**src/rtl/ctrl_pipeline_pkg.sv**
```systemverilog
// Shared definitions for the control pipeline: control-bundle bit positions,
// bundle widths, the packed ID/EX control record and forward-select encodings.
package ctrl_pipeline_pkg;

  localparam int EX_W = 4;
  localparam int M_W  = 3;
  localparam int WB_W = 2;

  // EX bundle: {RegDst, ALUOp[1:0], ALUSrc}
  localparam int EX_REGDST    = 3;
  localparam int EX_ALUOP_HI  = 2;
  localparam int EX_ALUOP_LO  = 1;
  localparam int EX_ALUSRC    = 0;
  // M bundle: {Branch, MemRead, MemWrite}
  localparam int M_BRANCH     = 2;
  localparam int M_MEMREAD    = 1;
  localparam int M_MEMWRITE   = 0;
  // WB bundle: {RegWrite, MemtoReg}
  localparam int WB_REGWRITE  = 1;
  localparam int WB_MEMTOREG  = 0;

  typedef enum logic [1:0] {
    FWD_RF    = 2'b00,
    FWD_MEMWB = 2'b01,
    FWD_EXMEM = 2'b10
  } fwd_sel_e;

  typedef struct packed {
    logic [EX_W-1:0] ex;
    logic [M_W-1:0]  m;
    logic [WB_W-1:0] wb;
  } ctrl_t;

endpackage

```
**src/rtl/ctrl_pipeline_forwarding_unit.sv**
```systemverilog
// Combinational EX-stage operand forwarding selects; the younger EX/MEM
// producer wins over MEM/WB, and register 0 never forwards.
module ctrl_pipeline_forwarding_unit
  import ctrl_pipeline_pkg::*;
#(
  parameter int REG_ADDR_W = 5
) (
  input  logic                  exmem_regwrite_i,
  input  logic [REG_ADDR_W-1:0] exmem_dst_i,
  input  logic                  memwb_regwrite_i,
  input  logic [REG_ADDR_W-1:0] memwb_dst_i,
  input  logic [REG_ADDR_W-1:0] idex_rs_i,
  input  logic [REG_ADDR_W-1:0] idex_rt_i,
  output logic [1:0]            fwd_a_o,
  output logic [1:0]            fwd_b_o
);

  function automatic fwd_sel_e select_src(input logic [REG_ADDR_W-1:0] src);
    if (exmem_regwrite_i && (exmem_dst_i != '0) && (exmem_dst_i == src)) begin
      return FWD_EXMEM;
    end else if (memwb_regwrite_i && (memwb_dst_i != '0) && (memwb_dst_i == src)) begin
      return FWD_MEMWB;
    end
    return FWD_RF;
  endfunction

  assign fwd_a_o = select_src(idex_rs_i);
  assign fwd_b_o = select_src(idex_rt_i);

endmodule

```
**src/rtl/ctrl_pipeline.sv**
```systemverilog
// ID/EX, EX/MEM and MEM/WB control pipeline with load-use stall and forwarding.
// Define CTRL_PIPE_PERF_EN to add saturating stall_cnt / flush_cnt outputs.
module ctrl_pipeline
  import ctrl_pipeline_pkg::*;
#(
  parameter int REG_ADDR_W = 5
`ifdef CTRL_PIPE_PERF_EN
  ,
  parameter int PERF_W     = 16
`endif
) (
  input  logic                  clk,
  input  logic                  rst,
  input  logic [EX_W-1:0]       EX,
  input  logic [M_W-1:0]        M,
  input  logic [WB_W-1:0]       WB,
  input  logic                  ID_flush,
  input  logic                  EX_flush,
  input  logic [REG_ADDR_W-1:0] id_rs,
  input  logic [REG_ADDR_W-1:0] id_rt,
  input  logic [REG_ADDR_W-1:0] id_rd,
  output logic [EX_W-1:0]       idex_EX,
  output logic [M_W-1:0]        idex_M,
  output logic [WB_W-1:0]       idex_WB,
  output logic [REG_ADDR_W-1:0] idex_rs,
  output logic [REG_ADDR_W-1:0] idex_rt,
  output logic [M_W-1:0]        exmem_M,
  output logic [WB_W-1:0]       exmem_WB,
  output logic [REG_ADDR_W-1:0] exmem_dst,
  output logic [WB_W-1:0]       memwb_WB,
  output logic [REG_ADDR_W-1:0] memwb_dst,
  output logic                  stall,
  output logic [1:0]            ForwardA,
  output logic [1:0]            ForwardB
`ifdef CTRL_PIPE_PERF_EN
  ,
  output logic [PERF_W-1:0]     stall_cnt,
  output logic [PERF_W-1:0]     flush_cnt
`endif
);

  ctrl_t                 idex_ctrl_q, idex_ctrl_d;
  logic [REG_ADDR_W-1:0] idex_rs_q, idex_rs_d;
  logic [REG_ADDR_W-1:0] idex_rt_q, idex_rt_d;
  logic [REG_ADDR_W-1:0] idex_rd_q, idex_rd_d;
  logic [M_W-1:0]        exmem_m_q, exmem_m_d;
  logic [WB_W-1:0]       exmem_wb_q, exmem_wb_d;
  logic [REG_ADDR_W-1:0] exmem_dst_q, exmem_dst_d;
  logic [WB_W-1:0]       memwb_wb_q, memwb_wb_d;
  logic [REG_ADDR_W-1:0] memwb_dst_q, memwb_dst_d;
  logic                  load_use;

  // A load in EX whose target is read by the instruction in ID; a flushed ID
  // slot is discarded anyway, so it must not hold the front end.
  assign load_use = idex_ctrl_q.m[M_MEMREAD] && (idex_rt_q != '0) &&
                    ((idex_rt_q == id_rs) || (idex_rt_q == id_rt));
  assign stall    = load_use && !ID_flush;

  always_comb begin
    // NOTE: every always_comb target gets a default first so no path can infer a latch.
    idex_ctrl_d = '{ex: EX, m: M, wb: WB};
    idex_rs_d   = id_rs;
    idex_rt_d   = id_rt;
    idex_rd_d   = id_rd;
    if (ID_flush) begin
      idex_ctrl_d = '0;
      idex_rs_d   = '0;
      idex_rt_d   = '0;
      idex_rd_d   = '0;
    end else if (stall) begin
      idex_ctrl_d = '0;
    end

    exmem_m_d   = idex_ctrl_q.m;
    exmem_wb_d  = idex_ctrl_q.wb;
    exmem_dst_d = idex_ctrl_q.ex[EX_REGDST] ? idex_rd_q : idex_rt_q;
    if (EX_flush) begin
      exmem_m_d   = '0;
      exmem_wb_d  = '0;
      exmem_dst_d = '0;
    end

    memwb_wb_d  = exmem_wb_q;
    memwb_dst_d = exmem_dst_q;
  end

  // NOTE: state registers use non-blocking assignments and clear asynchronously on rst.
  always_ff @(posedge clk or posedge rst) begin
    if (rst) begin
      idex_ctrl_q <= '0;
      idex_rs_q   <= '0;
      idex_rt_q   <= '0;
      idex_rd_q   <= '0;
      exmem_m_q   <= '0;
      exmem_wb_q  <= '0;
      exmem_dst_q <= '0;
      memwb_wb_q  <= '0;
      memwb_dst_q <= '0;
    end else begin
      idex_ctrl_q <= idex_ctrl_d;
      idex_rs_q   <= idex_rs_d;
      idex_rt_q   <= idex_rt_d;
      idex_rd_q   <= idex_rd_d;
      exmem_m_q   <= exmem_m_d;
      exmem_wb_q  <= exmem_wb_d;
      exmem_dst_q <= exmem_dst_d;
      memwb_wb_q  <= memwb_wb_d;
      memwb_dst_q <= memwb_dst_d;
    end
  end

  assign idex_EX   = idex_ctrl_q.ex;
  assign idex_M    = idex_ctrl_q.m;
  assign idex_WB   = idex_ctrl_q.wb;
  assign idex_rs   = idex_rs_q;
  assign idex_rt   = idex_rt_q;
  assign exmem_M   = exmem_m_q;
  assign exmem_WB  = exmem_wb_q;
  assign exmem_dst = exmem_dst_q;
  assign memwb_WB  = memwb_wb_q;
  assign memwb_dst = memwb_dst_q;

  ctrl_pipeline_forwarding_unit #(
    .REG_ADDR_W (REG_ADDR_W)
  ) u_forwarding_unit (
    .exmem_regwrite_i (exmem_wb_q[WB_REGWRITE]),
    .exmem_dst_i      (exmem_dst_q),
    .memwb_regwrite_i (memwb_wb_q[WB_REGWRITE]),
    .memwb_dst_i      (memwb_dst_q),
    .idex_rs_i        (idex_rs_q),
    .idex_rt_i        (idex_rt_q),
    .fwd_a_o          (ForwardA),
    .fwd_b_o          (ForwardB)
  );

`ifdef CTRL_PIPE_PERF_EN
  logic [PERF_W-1:0] stall_cnt_q, stall_cnt_d;
  logic [PERF_W-1:0] flush_cnt_q, flush_cnt_d;

  always_comb begin
    stall_cnt_d = stall_cnt_q;
    flush_cnt_d = flush_cnt_q;
    if (stall && (stall_cnt_q != '1)) begin
      stall_cnt_d = stall_cnt_q + 1'b1;
    end
    if ((ID_flush || EX_flush) && (flush_cnt_q != '1)) begin
      flush_cnt_d = flush_cnt_q + 1'b1;
    end
  end

  always_ff @(posedge clk or posedge rst) begin
    if (rst) begin
      stall_cnt_q <= '0;
      flush_cnt_q <= '0;
    end else begin
      stall_cnt_q <= stall_cnt_d;
      flush_cnt_q <= flush_cnt_d;
    end
  end

  assign stall_cnt = stall_cnt_q;
  assign flush_cnt = flush_cnt_q;
`endif

endmodule

```
**config.mk**
```make
export PLATFORM = sky130hd
export DESIGN_NAME = ctrl_pipeline
export DESIGN_NICKNAME = d
export VERILOG_FILES = /design/src/rtl/ctrl_pipeline_pkg.sv /design/src/rtl/ctrl_pipeline_forwarding_unit.sv /design/src/rtl/ctrl_pipeline.sv
export SDC_FILE = /design/constraint.sdc
export NUM_CORES = 1
export LEC_CHECK = 0
export ABC_AREA = 1
export BUFFER_PORTS_ARGS = -buffer_cell sky130_fd_sc_hd__buf_2
export CAP_MARGIN = 20
export CORE_UTILIZATION = 38
export DETAILED_ROUTE_END_ITERATION = 16
export SLEW_MARGIN = 20
export SYNTH_ARGS = -nofsm -noshare
export SYNTH_HDL_FRONTEND = slang
export SYNTH_SLANG_ARGS = --single-unit
```
**constraint.sdc**
```tcl
create_clock -name clk -period 1.25 [get_ports clk]
set_input_delay 0.0625 -clock clk [delete_from_list [all_inputs] [get_ports clk]]
set_output_delay 0.0625 -clock clk [all_outputs]
set_load 0.05 [all_outputs]
```
==> reports/metrics.yaml <==
status: "finished with violations"
failed_checks: "design-rule violations, negative setup slack"
drt-met1-wl_mm: 2.088
drv_cap: 0
cts_max_level: 2
viasPerCell: 4.300
final_cells: 390
gp_congestion: 0.7802
port_buffers: 68
worst_path_most_repeated_cell: "buf_4"
hold_ws_ps: 7.682
maxSlewHeadroom: 0.7189
grt_max_degree: 19
max_freq_mhz: 611.8
avgRoutedWirePerCell_um: 11.59
drive_gt1_frac: 0.4830
pwr_density_cell_mw_per_mm2: 1040
start_util: 0.3936
clock_latency_ps: 290
cts_buffers: 5
area_growth_pct: 61.64
drv_slew: 0
fillers: 403
dp_hpwl_mm: 3.153
critPathMaxStageDelay_ps: 490
synth.net_count: 238
dr_wl_met2_mm: 2.186
wl_met3_um: 181
dr.pass1.iters: 12
ys_warn_count: 0
cellLeakagePower_uw: 0.001578
die_x_um: 71.95
ys_ff_latch: 41
antenna_cells: 0
drt-total-wl_mm: 4.522
synth_cell_types: 21
setup_ws_ps: -384.4
clk_path_buf_depth: 2
worstSetupPathType: "reg2out"
numClockSinks: 41
critPathLaunchType: "register"
highest_layer: "met4"
dieArea_mm2: 0.005177
ir_drop_uv: 663.1
io_pins: 69
grt.overflow.total: 0
cp_slowest_cell: "dfrtp_2"
fp-row-count: 25
grt_setup_unrepaired: "true"
worst_pin_slew_ps: 421.1
critical_path.max_fanout: 7
synth_area_mm2: 0.001859
coreArea_mm2: 0.004723
cp_data_arrival_time_ps: 1570
placed_cells: 350
hold_class: "in2reg"
final_util: 0.6363
antenna_found_initial: 0
grt_pass1_vias: 1562
dp_slack_ps: -226.0
cts-root-buf: "clkbuf_8"
fin_setup_tns_ps: -3629
tritoncts: "built"
finClkSkew_ps: 8.806
dr.first_iter.drc_count: 46
clk_pin_slew_ps: 80
synthCells: 210
route.detailed.drc: 1
worstPathCellList: "buf_4 > buf_4 > nor2_2 > nand4_1 > nand3_2 > a21oi_4 > buf_6"
yosysSeqAreaShare: 0.5518
period_needed_ps: 1634
detail-route-antenna-nets: 0
syn_avg_cell_area_um2: 8.854
num_vias: 1677
setup_violations: 14
hold_violations: 0
nets: 350
dieHeight_um: 71.95
required_ps: 1190
grt_pass1_wl_mm: 7.300
end_kind: "output pin"
finalCritPeriodShare: 1.308
grt_use_total: 0.1902
[cells by family (layout without fill, tap and decap cells)]
| group | after synthesis | count (layout) | share of synthesized area |
|---|---|---|---|
| buffers and inverters | 40 | 152 | 0.09219 |
| AO/OA/AOI/OAI | 17 | 17 | 0.05249 |
| AND/OR/NAND/NOR | 90 | 91 | 0.1999 |
| flip-flops | 41 | 41 | 0.5518 |
| XOR/XNOR | 22 | 22 | 0.1036 |
[sequential cells by signal (all words and copies together) (netlist names)]
name and flops:
memwb_dst 5, idex_rd_q 5, idex_rs 5, idex_M 3
exmem_WB 2, idex_rt 5, idex_EX 4, idex_WB 2
memwb_WB 2, exmem_dst 5, exmem_M 3
[cell usage after synthesis]
master / number / area (µm²)
a211oi_1: 5 / 37.54
a21oi_1: 10 / 50.05
buf_2: 1 / 5.000
buf_4: 5 / 37.54
clkbuf_1: 2 / 7.510
clkbuf_2: 1 / 5.000
clkinv_1: 1 / 3.750
dfrtp_1: 41 / 1026
inv_1: 25 / 93.84
inv_2: 5 / 18.77
nand2_1: 37 / 138.9
nand2_4: 1 / 11.26
nand3_1: 5 / 25.02
nand3_2: 2 / 20.02
nand4_1: 1 / 6.260
nor2_1: 41 / 153.9
nor2_2: 1 / 6.260
nor3_1: 2 / 10.01
o21ai_0: 2 / 10.01
xnor2_1: 16 / 140.1
xor2_1: 6 / 52.55
[routing by layer]
layer,track usage,up-vias
li1,-,855
met1,0.2523,763
met2,0.3040,51
met3,0.04861,8
met4,0.06972,0
met5,0,-
[worst paths after layout]
| kind | endpoint | start | slack (ps) | cells after the start |
|---|---|---|---|---|
| setup / recovery | stall | idex_rt[1]$_DFF_PP0_ | -380 | 7 |
| hold / removal | idex_rt[3]$_DFF_PP0_ | id_rt[3] | 8 | 3 |
| setup reg to reg | idex_M[0]$_DFF_PP0_ | idex_rt[1]$_DFF_PP0_ | -230 | 8 |
| hold reg to reg | memwb_WB[0]$_DFF_PP0_ | exmem_WB[0]$_DFF_PP0_ | 370 | 0 |
| max in group asynchronous | exmem_dst[1]$_DFF_PP0_ | rst | 500 | 4 |
| min in group asynchronous | memwb_WB[0]$_DFF_PP0_ | rst | 300 | 3 |
[layout make-up]
type,instances,area (µm²),area share
clock buffer,6,72.57,0.02415
clock inverter,2,10.01,0.003331
inverter,31,118.9,0.03955
multi-input combinational,130,865.8,0.2881
sequential,41,1046,0.3480
tap,67,83.83,0.02789
timing repair buffer,113,808.3,0.2689
[repair_timing]
action	in CTS	in global routing
gates cloned	1	0
endpoints found under the setup margin	14	15
hold buffers	24	0
endpoints found under the hold margin	29	0
setup buffers	5	4
resized for setup	24	9
pin swaps	12	11
[power breakdown]
| part | leakage (µW) | internal (µW) | switching [µW] | total (µW) |
|---|---|---|---|---|
| combinational | 0.00102 | 313 | 500 | 812 |
| sequential | 0.000514 | 1400 | 80.2 | 1480 |
| clock | 0.0000450 | 387 | 447 | 834 |
[layout by cell type (no fill, tap or decap), drive strengths merged]
| cell | netlist | final |
|---|---|---|
| nand4 | 1 | 1 |
| clkbuf | 3 | 7 |
| nand3 | 7 | 7 |
| nor2 | 42 | 42 |
| nand2 | 38 | 39 |
| clkinv | 1 | 3 |
| dlygate4sd3 | 0 | 24 |
| buf | 6 | 88 |
| a21oi | 10 | 10 |
| nor3 | 2 | 2 |
| inv | 30 | 30 |
| xor2 | 6 | 6 |
| a211oi | 5 | 5 |
| xnor2 | 16 | 16 |
| dfrtp | 41 | 41 |
| o21ai | 2 | 2 |
[critical path, delay by kind of cell (launching register included)]
kind                   cells  cell delay (ps)
AOI/OAI and AO/OA          1               40
and+or+nand+nor            3              330
buffers and inverters      3              430
DFF                        1              490
[stage by stage]
step                total power (µW)  area, µm²
finish                          3126       3005
global route                    3291       3005
CTS                             3121       2935
detailed placement              2196       2489
global placement                2191       2489
floorplan                       1995       2009
Power figures use the tool's default switching activity.
